## config.mk

```make
export PLATFORM = sky130hd
export DESIGN_NAME = fir_uart_tx
export DESIGN_NICKNAME = d
export VERILOG_FILES = /design/src/rtl/fir_uart_pkg.sv /design/src/rtl/fir_uart_tx_byte_tx.sv /design/src/rtl/fir_uart_tx.sv
export SDC_FILE = /design/constraint.sdc
export NUM_CORES = 1
export LEC_CHECK = 0
export CAP_MARGIN = 15
export CORE_UTILIZATION = 45
export DETAILED_ROUTE_END_ITERATION = 8
export HOLD_SLACK_MARGIN = 0.1
export PLACE_DENSITY = 0.68
export SYNTH_ARGS = -nofsm -noshare
export SYNTH_HDL_FRONTEND = slang
export SYNTH_HIERARCHICAL = 1
export SYNTH_SLANG_ARGS = --single-unit
export TNS_END_PERCENT = 5
```

## constraint.sdc

```tcl
create_clock -name clk -period 3.2 [get_ports clk]
set_input_delay 0.64 -clock clk [delete_from_list [all_inputs] [get_ports clk]]
set_output_delay 0.64 -clock clk [all_outputs]
set_load 0.02 [all_outputs]
```

## src/rtl/fir_uart_pkg.sv

```systemverilog
// Shared types and constants for the FIR-result UART transmitter.
// The helper provides the saturating increment used by the drop counter.
package fir_uart_pkg;

  typedef enum logic [1:0] {
    IDLE,
    START,
    DATA,
    STOP
  } uart_state_t;

  localparam int UART_FRAME_BITS = 10;
  localparam int UART_BYTES      = 2;
  localparam int DROP_CNT_W      = 8;

  function automatic logic [DROP_CNT_W-1:0] sat_inc(input logic [DROP_CNT_W-1:0] v);
    return (&v) ? v : v + 1'b1;
  endfunction

endpackage

```

## src/rtl/fir_uart_tx_byte_tx.sv

```systemverilog
// Single-byte UART 8N1 transmitter. A start accepted during the final stop-bit
// cycle chains the next byte with no idle gap.
module uart_byte_tx
  import fir_uart_pkg::*;
#(
  parameter int CLKS_PER_BIT = 16
) (
  input  logic       clk,
  input  logic       rst,
  input  logic       start,
  input  logic [7:0] data,
  output logic       tx,
  output logic       done
);

  localparam int CW = (CLKS_PER_BIT < 2) ? 1 : $clog2(CLKS_PER_BIT);
  localparam logic [CW-1:0] BAUD_LAST = CW'(CLKS_PER_BIT - 1);
  localparam logic [2:0]    BIT_LAST  = 3'(UART_FRAME_BITS - 3);

  uart_state_t   state_reg, state_next;
  logic [CW-1:0] baud_reg, baud_next;
  logic [2:0]    bit_reg, bit_next;
  logic [7:0]    byte_reg, byte_next;
  logic          tx_reg, tx_next;
  logic          baud_last;

  assign baud_last = (baud_reg == BAUD_LAST);
  assign done      = (state_reg == STOP) && baud_last;
  assign tx        = tx_reg;

  always_ff @(posedge clk) begin
    if (rst) begin
      state_reg <= IDLE;
      baud_reg  <= '0;
      bit_reg   <= '0;
      byte_reg  <= '0;
      tx_reg    <= 1'b1;
    end else begin
      state_reg <= state_next;
      baud_reg  <= baud_next;
      bit_reg   <= bit_next;
      byte_reg  <= byte_next;
      tx_reg    <= tx_next;
    end
  end

  always_comb begin
    state_next = state_reg;
    bit_next   = bit_reg;
    byte_next  = byte_reg;
    baud_next  = (state_reg == IDLE || baud_last) ? '0 : baud_reg + 1'b1;
    case (state_reg)
      IDLE: begin
        if (start) begin
          state_next = START;
          byte_next  = data;
        end
      end
      START: begin
        if (baud_last) begin
          state_next = DATA;
          bit_next   = '0;
        end
      end
      DATA: begin
        if (baud_last) begin
          if (bit_reg == BIT_LAST) state_next = STOP;
          else                     bit_next   = bit_reg + 1'b1;
        end
      end
      STOP: begin
        if (baud_last) begin
          if (start) begin
            state_next = START;
            byte_next  = data;
          end else begin
            state_next = IDLE;
          end
        end
      end
      default: state_next = IDLE;
    endcase
  end

  // The line level is computed from the upcoming state so tx leaves a flop.
  always_comb begin
    tx_next = 1'b1;
    case (state_next)
      START:   tx_next = 1'b0;
      DATA:    tx_next = byte_next[bit_next];
      default: tx_next = 1'b1;
    endcase
  end

endmodule

```

## src/rtl/fir_uart_tx.sv

```systemverilog
// Sends each accepted 16-bit filter sample as two chained UART bytes, high
// byte first; samples arriving mid-transfer are dropped and counted.
module fir_uart_tx
  import fir_uart_pkg::*;
#(
  parameter int CLKS_PER_BIT = 16
) (
  input  logic                  clk,
  input  logic                  rst,
  input  logic [15:0]           y_dat,
  input  logic                  y_vld,
  output logic                  tx,
  output logic                  busy,
  output logic                  frame_done,
  output logic [DROP_CNT_W-1:0] drop_cnt
);

  generate
    if (CLKS_PER_BIT < 2) begin : g_bad_clks_per_bit
      $error("CLKS_PER_BIT must be at least 2");
    end
  endgenerate

  logic [15:0]           shadow_reg;
  logic                  byte_idx_reg;
  logic                  busy_reg;
  logic                  frame_done_reg;
  logic [DROP_CNT_W-1:0] drop_reg;

  logic       accept;
  logic       last_byte;
  logic       byte_start;
  logic       byte_done;
  logic [7:0] byte_data;

  assign accept     = y_vld && !busy_reg;
  assign last_byte  = (byte_idx_reg == 1'(UART_BYTES - 1));
  assign byte_start = accept || (byte_done && !last_byte);
  // The first byte bypasses the shadow, which is only written at this edge.
  assign byte_data  = accept       ? y_dat[15:8] :
                      byte_idx_reg ? shadow_reg[15:8] : shadow_reg[7:0];

  uart_byte_tx #(
    .CLKS_PER_BIT(CLKS_PER_BIT)
  ) u_byte_tx (
    .clk  (clk),
    .rst  (rst),
    .start(byte_start),
    .data (byte_data),
    .tx   (tx),
    .done (byte_done)
  );

  always_ff @(posedge clk) begin
    if (rst) begin
      shadow_reg     <= '0;
      byte_idx_reg   <= 1'b0;
      busy_reg       <= 1'b0;
      frame_done_reg <= 1'b0;
      drop_reg       <= '0;
    end else begin
      frame_done_reg <= 1'b0;
      if (accept) begin
        shadow_reg   <= y_dat;
        byte_idx_reg <= 1'b0;
        busy_reg     <= 1'b1;
      end else if (byte_done) begin
        if (last_byte) begin
          busy_reg       <= 1'b0;
          frame_done_reg <= 1'b1;
        end else begin
          byte_idx_reg <= 1'b1;
        end
      end
      if (y_vld && busy_reg) drop_reg <= sat_inc(drop_reg);
    end
  end

  assign busy       = busy_reg;
  assign frame_done = frame_done_reg;
  assign drop_cnt   = drop_reg;

endmodule

```

=== Yosys cells after proc, flatten, opt, wreduce, memory -nomap -nowiden ===
Cells that the tools add are included.

* Bits in registers: 45
* Output and inout bits: 11
* Logic and storage cells: 63

* $add $sub $neg: 3
* Order comparisons: 1
* Equal/unequal tests: 7
* Multiplexer cells: 23
* Bitwise logic cells: 2
* Reductions and logical operators: 17

{| class="wikitable"
|+ Operator list
! operator !! count
|-
| 8-bit two-way mux || 4
|-
| 8-bit case mux with 2 select lines || 1
|-
| 2-bit two-way mux || 5
|-
| 3-bit two-way mux || 3
|-
| 8-bit by 1-bit adder with 8-bit output, second input constant || 1
|-
| 2-bit case mux with 4 select lines || 1
|-
| 8-bit AND reduction || 1
|-
| 2-bit == test, second input constant || 3
|-
| 1-bit two-way mux || 6
|-
| 3-bit case mux with 2 select lines || 1
|-
| 4-bit by 1-bit adder with 4-bit output, second input constant || 1
|-
| 2-bit by 1-bit == test with 1-bit output, second input constant || 2
|-
| 4-bit == test, second input constant || 1
|-
| 1-bit logical AND || 4
|-
| 3-bit by 4-bit less-than comparator with 1-bit output, second input constant || 1
|-
| 2-bit AND reduction || 2
|-
| 2-bit nonzero test || 2
|-
| 2-bit OR reduction || 2
|-
| 3-bit by 1-bit adder with 3-bit output, second input constant || 1
|-
| 1-bit binary-select mux with 3-bit select || 1
|-
| 3-bit == test, second input constant || 1
|-
| 3-bit OR reduction || 1
|-
| 1-bit zero test || 2
|-
| 2-bit zero test || 1
|-
| 3 further kinds || 5
|}

=== Logic depth before layout (Yosys ltp) ===
* Depth in word-level cells: 10
* Gate-level depth with buffers: 13
* Depth with buffers taken out: 12

=== Cells and area by module ===
Netlist, hierarchy kept.

{| class="wikitable"
|+ Modules (own cells, without submodules)
! module !! instances !! cells each !! area each (µm²) !! sequential area each (µm²)
|-
| fir_uart_tx || 1 || 147 || 1,187.4 || 540.5
|-
| uart_byte_tx || 1 || 102 || 927.1 || 360.3
|}

=== Worst setup path after synthesis ===
OpenSTA, ideal clock, no wires.

* Path kind: register to register
* Start point: reg u_byte_tx.baud_reg[0]
* End point: reg u_byte_tx.tx_reg (netlist: u_byte_tx/tx)
* Library setup time: 130 ps
* Arrival: 2,520 ps
* Data required time: 3,070 ps
* Setup slack: 550 ps
* Cell stages (with the launch flop): 14
* Buffers on the path: 1
* Clock period less this slack: 2,650 ps
* Cell sequence: dfxtp_1 -> ha_1 -> and3_1 -> buf_4 -> and2_2 -> inv_1 -> o21ai_0 -> o21ba_2 -> a211o_2 -> a22oi_1 -> mux2i_1 -> mux2_2 -> nand2_1 -> a32oi_1

* Longest elaborated chain between the ends: 10

{| class="wikitable"
|+ RTL lines
! element !! line !! source
|-
| from (decl) || fir_uart_tx_byte_tx.sv:21 || <nowiki>logic [CW-1:0] baud_reg, baud_next;</nowiki>
|-
| from (signal assigned) || fir_uart_tx_byte_tx.sv:40 || <nowiki>baud_reg <= baud_next;</nowiki>
|-
| 4-bit == test (*) || fir_uart_tx_byte_tx.sv:27 || <nowiki>assign baud_last = (baud_reg == BAUD_LAST);</nowiki>
|-
| 1-bit logical AND (*) || fir_uart_tx_byte_tx.sv:28 || <nowiki>assign done = (state_reg == STOP) && baud_last;</nowiki>
|-
| net byte_done || fir_uart_tx.sv:33 || <nowiki>logic byte_done;</nowiki>
|-
| 1-bit logical AND (*) || fir_uart_tx.sv:38 || <nowiki>assign byte_start = accept || (byte_done && !last_byte);</nowiki>
|-
| 1-bit logical OR (*) || fir_uart_tx.sv:38 ||
|-
| net byte_start || fir_uart_tx.sv:32 || <nowiki>logic byte_start;</nowiki>
|-
| 8-bit two-way mux || fir_uart_tx_byte_tx.sv:54, fir_uart_tx_byte_tx.sv:73 ||
|-
| 8-bit two-way mux || fir_uart_tx_byte_tx.sv:72 || <nowiki>if (baud_last) begin</nowiki>
|-
| 8-bit case mux with 2 select lines || fir_uart_tx_byte_tx.sv:52 || <nowiki>case (state_reg)</nowiki>
|-
| 1-bit binary-select mux with 3-bit select || fir_uart_tx_byte_tx.sv:90 || <nowiki>DATA: tx_next = byte_next[bit_next];</nowiki>
|-
| 1-bit two-way mux (not written as such) || fir_uart_tx_byte_tx.sv:90 ||
|-
| 1-bit case mux with 2 select lines (*) || fir_uart_tx_byte_tx.sv:88 || <nowiki>case (state_next)</nowiki>
|-
| to (signal assigned) || fir_uart_tx_byte_tx.sv:43 || <nowiki>tx_reg <= tx_next;</nowiki>
|-
| to (decl) || fir_uart_tx_byte_tx.sv:24 || <nowiki>logic tx_reg, tx_next;</nowiki>
|}

The timed path passes the listed nets; every way through them passes the cells marked *. The select of a mux whose other input is x is not followed.
A chain may end at the register's enable or synchronous reset.

=== Worst setup path in the final report ===
Same ends and word-level chain as after synthesis.

==> impl_metrics.csv <==
group,metric,value,unit
run_status,status,"finished, final reports clean",
critical_path,crit_chain,"ha_1 -> and3_1 -> and2_2 -> inv_1 -> o21ai_0 -> o21ba_2 -> a211o_2 -> a22oi_1 -> mux2i_1 -> mux2_2 -> nand2_1 -> a32oi_1",
power_and_ir_drop,peakVddDrop,0.422,mV
drt,wl_per_cell,12.6,um
sta,max_freq,340,MHz
sta,fin_crit,2940,ps
sta,timing.final.crit_share,91.8,%
grt,globalRouteOverflowTotal,0,
cts,worstSkewPairLatency,290,ps
cts,clkTransAtPathRegs,80,ps
die,ios,30,
final_layout,diodes,0,
grt,antenna_found_initial,0,
critical_path,max_stage_delay,400,ps
drt,vias,1806,
placed_design,gp_congestion,0.777,
final_layout,finalCoreUtilization,58.1,%
drt,detail_route.wirelength,4170,um
cts,numCtsBuffers,5,
power_and_ir_drop,p_leak,0.957,nW
logic_synthesis,synth.largest_area_cell,"dfxtp_1",
cts,clock-sinks,45,
grt,grt_pass1_vias,1687,
drt,drtIter0Drc,85,
logic_synthesis,async_flop_share,0,%
die,rows,24,
cts,clockRootBuffer,"clkbuf_8",
logic_synthesis,synth_area,0.00211,sq mm
final_layout,drive_gt1_share,8.60,%
logic_synthesis,ys_top_cells_by_area,"dfxtp_1 43%, nand2_1 7.6%, mux2i_1 6.2%, a21oi_1 5.2%, nor2_1 4.8%",
grt,track_usage,18.5,%
drt,viasPerCell,5.46,
logic_synthesis,synth_edf_count,0,
cts,cts_setup_buffers,0,
run,cap_violations,0,
critical_path,worst_setup_path_end_kind,"flip-flop",
final_layout,regArea,901,sq um
die,initial_core_util,47.6,%
final_layout,multiInputGateArea,0.00113,sq mm
die,die_w,70.6,um
logic_synthesis,synth_most_common_cell,"dfxtp_1",
critical_path,critPathLaunchType,"flip-flop",
drt,drc_errors,0,
logic_synthesis,ys.flop_type,"dfxtp_1",
final_layout,area_growth,22.2,%
logic_synthesis,yosys-top-cells-count,"45 x dfxtp_1, 43 x nand2_1, 27 x nor2_1",
sta,tightest_slew,556,ps
placed_design,post-place-cells,323,
sta,skew,8.14,ps
cts,htree_levels,2,
critical_path,cp_data_required_time,3370,ps
cts,cts_hold_buf,0,
placed_design,hpwl,2950,um
logic_synthesis,netlist.area_leader.share,42.6,%
critical_path,worst-path-max-fanout,8,
die,core,0.00444,sq mm
hold_path,hp-class,"flip-flop to flip-flop",
die,die_h,70.6,um
critical_path,crit_slowest_cell,"o21ai_0",
drt,first_pass_iters,4,
cts,cts_tree,"built",
sta,drv_slew,0,
die,die-area,0.00498,sq mm
logic_synthesis,yosysSeqAreaShare,42.6,%
drt,antenna_left,0,
cts,clockBufferDepth,2,
grt,grt_max_degree,28,
sta,slew_headroom,62.9,%
final_layout,fin_nets,305,
sta,hold_ws,455,ps
logic_synthesis,ys_ff_latch,45,
final_layout,fillers,424,
logic_synthesis,syn_nets,276,
grt,grt_pass1_wl,7450,um
final_layout,largest_reg_flops,16,
placed_design,portBuffers,29,
logic_synthesis,synth_cells,249,
placed_design,dpl_cell_area,0.00244,sq mm
logic_synthesis,syn_area_per_cell,8.49,sq um
power_and_ir_drop,p_per_area,620,mW/mm^2
sta,setup_viol,0,
sta,tns,0,ps
critical_path,critPathArrivalTime,3100,ps
sta,hold_viol,0,
final_layout,fin_area,0.00258,sq mm
logic_synthesis,synth_warnings,6,
logic_synthesis,synth.distinct_cells,45,
final_layout,final_cell_count_no_fill,331,
critical_path,critical_path_class,"flip-flop to flip-flop",
==> metal layers <==
metal,vias up,wire length [um],track usage (%),part of all wire (%)
met3,6,142,3.99,3.4
met4,0,38,6.44,0.91
met2,31,1840,29.4,44
met5,-,0,0,0
met1,834,2150,25.1,52
li1,935,-,-,-
==> final timing paths <==
kind / from / end / slack [ps] / cells after the start
hold reg to reg: u_byte_tx/baud_reg[0]$_SDFF_PP0_ / u_byte_tx/baud_reg[0]$_SDFF_PP0_ / 450 / 1
setup reg to reg: u_byte_tx/baud_reg[0]$_SDFF_PP0_ / u_byte_tx/tx$_SDFF_PP1_ / 260 / 12
hold / removal: u_byte_tx/baud_reg[0]$_SDFF_PP0_ / u_byte_tx/baud_reg[0]$_SDFF_PP0_ / 450 / 1
setup / recovery: u_byte_tx/baud_reg[0]$_SDFF_PP0_ / u_byte_tx/tx$_SDFF_PP1_ / 260 / 12
==> what timing repair did <==
item	CTS	global route
hold endpoints to repair	0	0
setup endpoints to repair	0	1
resized for setup	0	1
==> layout make-up <==
class	count	area share, %
clock buffer	5	2.66
clock inverter	3	2.66
inverter	6	0.872
multi-input combinational	186	43.7
sequential	45	34.9
tap	52	2.52
timing repair buffer	34	12.7
==> cell families (layout without fill, tap and decap cells) <==
| family | after synthesis | in the layout | share of synthesized area, % |
|---|---|---|---|
| and+or+nand+nor | 96 | 96 | 20.5 |
| adders and majority gates | 8 | 8 | 4.73 |
| DFF | 45 | 45 | 42.6 |
| AOI/OAI and AO/OA | 63 | 63 | 18.8 |
| muxes | 15 | 15 | 7.40 |
| xor gates and xnor gates | 4 | 4 | 1.66 |
| buffers and inverters | 18 | 48 | 4.26 |
==> metrics by stage <==
stage / setup WS (ps) / total power, mW
floorplan: 550 / 0.979
global placement: 355 / 1.09
detailed placement: 249 / 1.09
CTS: 275 / 1.60
global route: -0.768 / 1.71
finish: 263 / 1.60
==> power by group <==
| part | switching, mW | internal [mW] |
|---|---|---|
| Combinational | 0.268 | 0.186 |
| Sequential | 0.0338 | 0.611 |
| Clock | 0.190 | 0.314 |
==> critical path: cells and delay by family (launching register included) <==
family                     cells  cell delay [ps]
adders and majority gates      1              250
DFF                            1              360
muxes                          2              380
AOI/OAI and AO/OA              5             1340
buffers and inverters          1               40
and+or+nand+nor                3              440
==> layout by cell type, fill, tap and decap left out, types with 6 or more instances in the layout <==
| cell | Yosys | layout |
|---|---|---|
| nor2_1 | 27 | 27 |
| clkdlybuf4s50_1 | 0 | 29 |
| nand3_1 | 6 | 6 |
| a22oi_1 | 8 | 8 |
| ha_1 | 8 | 8 |
| dfxtp_1 | 45 | 45 |
| a21oi_1 | 22 | 22 |
| mux2i_1 | 13 | 13 |
| o21ai_0 | 15 | 15 |
| inv_1 | 6 | 6 |
| nand2_1 | 43 | 43 |
Note: power is estimated with default switching activity, not from simulation.
==> RTL edit 1: new RTL, same flow settings <==
`CLKS_PER_BIT` is set to 16 in 2 places; all go to 32.
--- a/src/rtl/fir_uart_tx_byte_tx.sv
+++ b/src/rtl/fir_uart_tx_byte_tx.sv
@@ -5,3 +5,3 @@
 #(
-  parameter int CLKS_PER_BIT = 16
+  parameter int CLKS_PER_BIT = 32
 ) (
--- a/src/rtl/fir_uart_tx.sv
+++ b/src/rtl/fir_uart_tx.sv
@@ -5,3 +5,3 @@
 #(
-  parameter int CLKS_PER_BIT = 16
+  parameter int CLKS_PER_BIT = 32
 ) (
Behaviour: same outputs for any inputs over 10 cycles, from zero or initial values and one cycle with rst high; that may be too few to reach the edited logic, so the function may still have changed.
==> RTL edit 1 against the original RTL <==
- power shrank 18%
- wire length grew 0.69%
- final area grew 2.2%
- sequential cell count grew 1
- core utilization shrank 1.8 points
- die area grew 3.6%
- setup slack gained 0.27 ns
- synthesized cell count grew 2.4%
- area after synthesis grew 3.7%
- critical endpoint unchanged
- largest cell class unchanged
- largest power group unchanged
- highest routed layer unchanged
==> RTL edit 1: results (changes against the original RTL) <==
* Net Switching at 0.3594 mW (was 0.4920 mW)
* Leakage power at 0.9888 nW (was 0.9575 nW)
* DR DRC count at 0 (unchanged)
* Fraction of registers with async set/reset at 0% (unchanged)
* Clock-cell share at 4.121% (was 5.327%)
* Dpl hpwl at 3071 µm (was 2952 µm)
* Relative slew slack at 61.91% (was 62.87%)
* Die Width at 71.82 µm (was 70.55 µm)
* Postcts setup bufs at 0 (unchanged)
* Layout Nets at 315 (was 305)
* Critical-path maximum fanout at 8 (unchanged)
* Netlist cell types at 41 (was 45)
* Number of global-route vias before repair at 1686 (was 1687)
* Fraction of area in multi-input gates at 45.33% (was 43.73%)
* H-tree levels at 2 (unchanged)
* FF/Latch Area at 920.9 µm² (was 900.9 µm²)
* Largest net degree at the start of global routing at 31 (was 28)
* Arr. time, crit path at 2.85 ns (was 3.10 ns)
* Max incr delay on CP at 0.36 ns (was 0.40 ns)
* Register bit total from synthesis at 46 (was 45)
* Dpl cells at 333 (was 323)
* Area contributors post-synth: dfxtp_1 42%, nand2_1 7.0%, mux2i_1 6.4% (was dfxtp_1 43%, nand2_1 7.6%, mux2i_1 6.2%)
* Mapped Avg Cell Area at 8.601 µm² (was 8.492 µm²)
* Setup WS pre-CTS at 0.4114 ns (was 0.2488 ns)
* Syn_nets at 284 (was 276)
* Number of vias per cell at 5.270 (was 5.456)
* Clock Pin Slew Worst Setup and Hold Paths at 0.08 ns (about the same)
* Final Cell Area at 2641 µm² (was 2584 µm²)
* Clock skew at 0.005043 ns (was 0.008139 ns)
* Number of gates resized after cts at 0 (unchanged)
* GRT Util Overall at 18.36% (was 18.53%)
* Layout cells sized above 1 at 8.711% (was 8.602%)
* Comb_multi_in at 194 (was 186)
* Non-clk invs at 5 (was 6)
* Area after DPL at 2532 µm² (was 2440 µm²)
* Crit-path slowest cell: dfxtp_1 (was o21ai_0)
* Post-synthesis sequential area ratio at 41.99% (was 42.60%)
* Routed length per instance at 12.33 µm (was 12.61 µm)
* Ys Warns at 6 (unchanged)
* Drt initial violations at 61 (was 85)
* Outcome: complete, no violations (unchanged)
* Commonest cells post-synth: 46 x dfxtp_1, 41 x nand2_1, 28 x nor2_1 (was 45 x dfxtp_1, 43 x nand2_1, 27 x nor2_1)
* Max rail drop VDD at 0.0003157 V (was 0.0004219 V)
* Antenna diode count at 0 (unchanged)
* First-pass GRT wire length at 7479 µm (was 7445 µm)
* Antenna violations before repair at 0 (unchanged)
* Final cell count without fillers at 341 (was 331)
* FILL cells at 456 (was 424)
* Number of buffers added on ports at 29 (unchanged)
* Placer congestion estimate at 0.7568 (was 0.7767)
* Area share of buffers outside the clock network at 12.41% (was 12.69%)
## RTL edit 1: logic make-up (layout without fill, tap and decap cells)
| logic type | Yosys count | count (layout) | share of synthesized area [%] |
|---|---|---|---|
| buffers and inverters | 15 | 47 | 3.423 |
| DFF | 46 | 46 | 41.99 |
| and+or+nand+nor | 104 | 104 | 22.19 |
| muxes | 14 | 14 | 6.389 |
| xor gates and xnor gates | 4 | 4 | 1.598 |
| AOI/OAI and AO/OA | 62 | 62 | 18.71 |
| adders and majority gates | 10 | 10 | 5.705 |
## RTL edit 1: path summary, 6_finish.rpt
path	startpoint	end	slack, ns	cells past startpoint
worst max-delay path	u_byte_tx/baud_reg[0]	u_byte_tx/tx	0.53	12
worst min-delay path	u_byte_tx/baud_reg[0]	u_byte_tx/baud_reg[0]	0.45	1
worst max register to register	u_byte_tx/baud_reg[0]	u_byte_tx/tx	0.53	12
worst min register to register	u_byte_tx/baud_reg[0]	u_byte_tx/baud_reg[0]	0.45	1
## RTL edit 1: metal layers
| metal | global-route usage [%] | part of all wire, % | wire length, µm |
|---|---|---|---|
| met1 | 25.86 | 52 | 2194 |
| met2 | 27.46 | 43 | 1808 |
| met3 | 4.219 | 3.2 | 136 |
| met4 | 6.754 | 1.5 | 63 |
| met5 | 0 | 0 | 0 |
## RTL edit 1: power groups by stage
stage / Clock, mW / Sequential [mW] / Combinational (mW)
after floorplan: 0 / 0.646 / 0.176
after global placement: 0 / 0.641 / 0.260
after detailed placement: 0 / 0.642 / 0.261
after CTS: 0.433 / 0.628 / 0.263
after global routing: 0.452 / 0.633 / 0.295
final: 0.417 / 0.628 / 0.262
==> RTL edit 2: new RTL, config.mk and constraints unchanged <==
Made on the original files. The 4 states of `uart_state_t` get a one-hot encoding in 4 bits.
--- a/src/rtl/fir_uart_pkg.sv
+++ b/src/rtl/fir_uart_pkg.sv
@@ -4,7 +4,7 @@
 
-  typedef enum logic [1:0] {
-    IDLE,
-    START,
-    DATA,
-    STOP
+  typedef enum logic [3:0] {
+    IDLE  = 4'b0001,
+    START = 4'b0010,
+    DATA  = 4'b0100,
+    STOP  = 4'b1000
   } uart_state_t;
Check against the original RTL: no difference found for any inputs over 10 cycles, from zero or initial values and one cycle with rst high; not proved beyond that.
==> RTL edit 2 against the original RTL <==
- area after synthesis up 6.0%
- first-iteration DRC count up 44%
- sequential cell count up 2
- setup slack better by 0.015 ns
- final area up 4.6%
- wire length up 2.8%
Power is not compared: it rests on default switching activity, and its combinational part moved more than twofold at a synthesized area within 25%.
==> RTL edit 2: results (changes against the original RTL) <==
* Antenna diode count at 0 (unchanged)
* Max rail drop VDD at 0.0002287 V
* Max reg flops at 16 (unchanged)
* First-pass GRT wire length at 7265 µm (was 7445 µm)
* Number of buffers added on ports at 29 (unchanged)
* Met2 global-route usage at 26.69% (was 29.45%)
* Postcts setup bufs at 0 (unchanged)
* Placer congestion estimate at 0.7717 (was 0.7767)
* Number of global-route vias before repair at 1582 (was 1687)
* Yosys top cell by area: dfxtp_1 (unchanged)
* Critical-path maximum fanout at 11 (was 8)
* Antenna violations before repair at 0 (unchanged)
* Vias at 1856 (was 1806)
* Commonest cells post-synth: 47 x dfxtp_1, 43 x nand2_1, 26 x nor2_1 (was 45 x dfxtp_1, 43 x nand2_1, 27 x nor2_1)
* Maximum buffer depth of the clock tree at 2 (unchanged)
* Number of CTS-inserted buffers at 5 (unchanged)
* Syn_nets at 281 (was 276)
* Arr. time, crit path at 3.09 ns (was 3.10 ns)
* DRT Pass-1 Iters at 4 (unchanged)
* Clock Pin Slew Worst Setup and Hold Paths at 0.09 ns
* FILL cells at 475 (was 424)
* Layout cells sized above 1 at 8.621% (was 8.602%)
* Area contributors post-synth: dfxtp_1 42%, mux2i_1 9.4%, nand2_1 7.2% (was dfxtp_1 43%, nand2_1 7.6%, mux2i_1 6.2%)
* Outcome: complete, no violations (unchanged)
* Leakage power at 0.9762 nW
* Layout Nets at 311 (was 305)
* Met3 usage at 4.583% (was 3.989%)
* Root cell of the clock tree: clkbuf_8 (unchanged)
* Clock skew at 0.003872 ns (was 0.008139 ns)
* Number of gates resized after cts at 0 (unchanged)
* Clk_lat worst skew at 0.30 ns
* Drt initial violations at 122 (was 85)
* Relative slew slack at 52.47% (was 62.87%)
* Met1 Use GR at 23.88% (was 25.13%)
* Synth top area share at 41.99% (was 42.60%)
* GRT Util Overall at 17.37% (was 18.53%)
* GRT Max-Usage Layer: met2 (unchanged)
* Largest net degree at the start of global routing at 28 (unchanged)
* H-tree levels at 2 (unchanged)
* Netlist cell types at 46 (was 45)
* Hold Crit Class: flop to flop (unchanged)
* Final wirelength at 4292 µm (was 4174 µm)
* Fraction of registers with async set/reset at 0% (unchanged)
* Dpl hpwl at 3062 µm (was 2952 µm)
* Ys Warns at 6 (unchanged)
* Post-synthesis sequential area ratio at 41.99% (was 42.60%)
-- RTL edit 2: cell count changes after synthesis, sizes merged, moves of 2 or more --
cell     change
a22oi        -5
ha           -5
dfxtp        +2
mux2i        +8
o2111ai      +2
o21ai        +5
a21oi        +2
nor3         +2
o21bai       +2
nor4b        +4
-- RTL edit 2: cells by family (layout without fill, tap and decap cells) --
family | count (synthesis) | in the layout | share of synthesized area, %
buffers and inverters | 18 | 49 | 4.188
xor gates and xnor gates | 5 | 5 | 1.955
DFF | 47 | 47 | 41.99
AOI/OAI and AO/OA | 61 | 61 | 16.25
and+or+nand+nor | 103 | 103 | 24.07
adders and majority gates | 3 | 3 | 1.675
muxes | 22 | 22 | 9.883
-- RTL edit 2: path summary, 6_finish.rpt --
check                                             end  slack (ns)                   start  depth (start not counted)
worst min register to register  u_byte_tx/baud_reg[0]        0.46   u_byte_tx/baud_reg[0]                          1
worst max register to register           u_byte_tx/tx        0.28  u_byte_tx/state_reg[3]                         11
worst min-delay path            u_byte_tx/baud_reg[0]        0.46   u_byte_tx/baud_reg[0]                          1
worst max-delay path                     u_byte_tx/tx        0.28  u_byte_tx/state_reg[3]                         11
-- RTL edit 2: per-stage QoR --
stage	std cells	instance area [µm²]	util, %	worst slack [ns]
after CTS	357	2701	56.82	0.2591
after global placement	349	2589	54.45	0.4444
after global routing	357	2701	56.82	0.03158
after detailed placement	349	2589	54.45	0.2780
final	357	2701	56.82	0.2782
after floorplan	259	2241	-	0.6448
-- RTL edit 2: area by class of cell --
class,instances,area (µm²),area share (%)
sequential,47,940.9,34.83
clock inverter,3,43.79,1.621
tap,67,83.83,3.103
clock buffer,5,68.82,2.547
multi-input combinational,194,1206,44.65
inverter,6,22.52,0.8337
timing repair buffer,35,335.3,12.41
-- RTL edit 2: worst max-delay path, cell delays in order (launching register included) --
cell	delay, ns
dfxtp_1	0.55
nor4b_2	0.45
and2_1	0.26
inv_1	0.05
o21ai_0	0.38
and4_1	0.28
a22oi_2	0.05
buf_4	0.21
mux2i_1	0.21
mux2i_1	0.10
mux2i_1	0.15
o2111ai_1	0.11
-- RTL edit 2: report_power, final --
part	internal [mW]	leakage [nW]	switching, mW	total [mW]
Combinational	0.0748	0.535	0.0781	0.153
Clock	0.233	0.0581	0.202	0.435
Sequential	0.612	0.383	0.0212	0.633
Total	0.919	0.976	0.302	1.22
-- RTL edit 2: metal layers --
metal  vias to the layer above  share of wire (%)
met2                        32                 45
met5                         -                  0
met4                         0               0.89
li1                        969                  -
met1                       850                 51
met3                         5                3.8
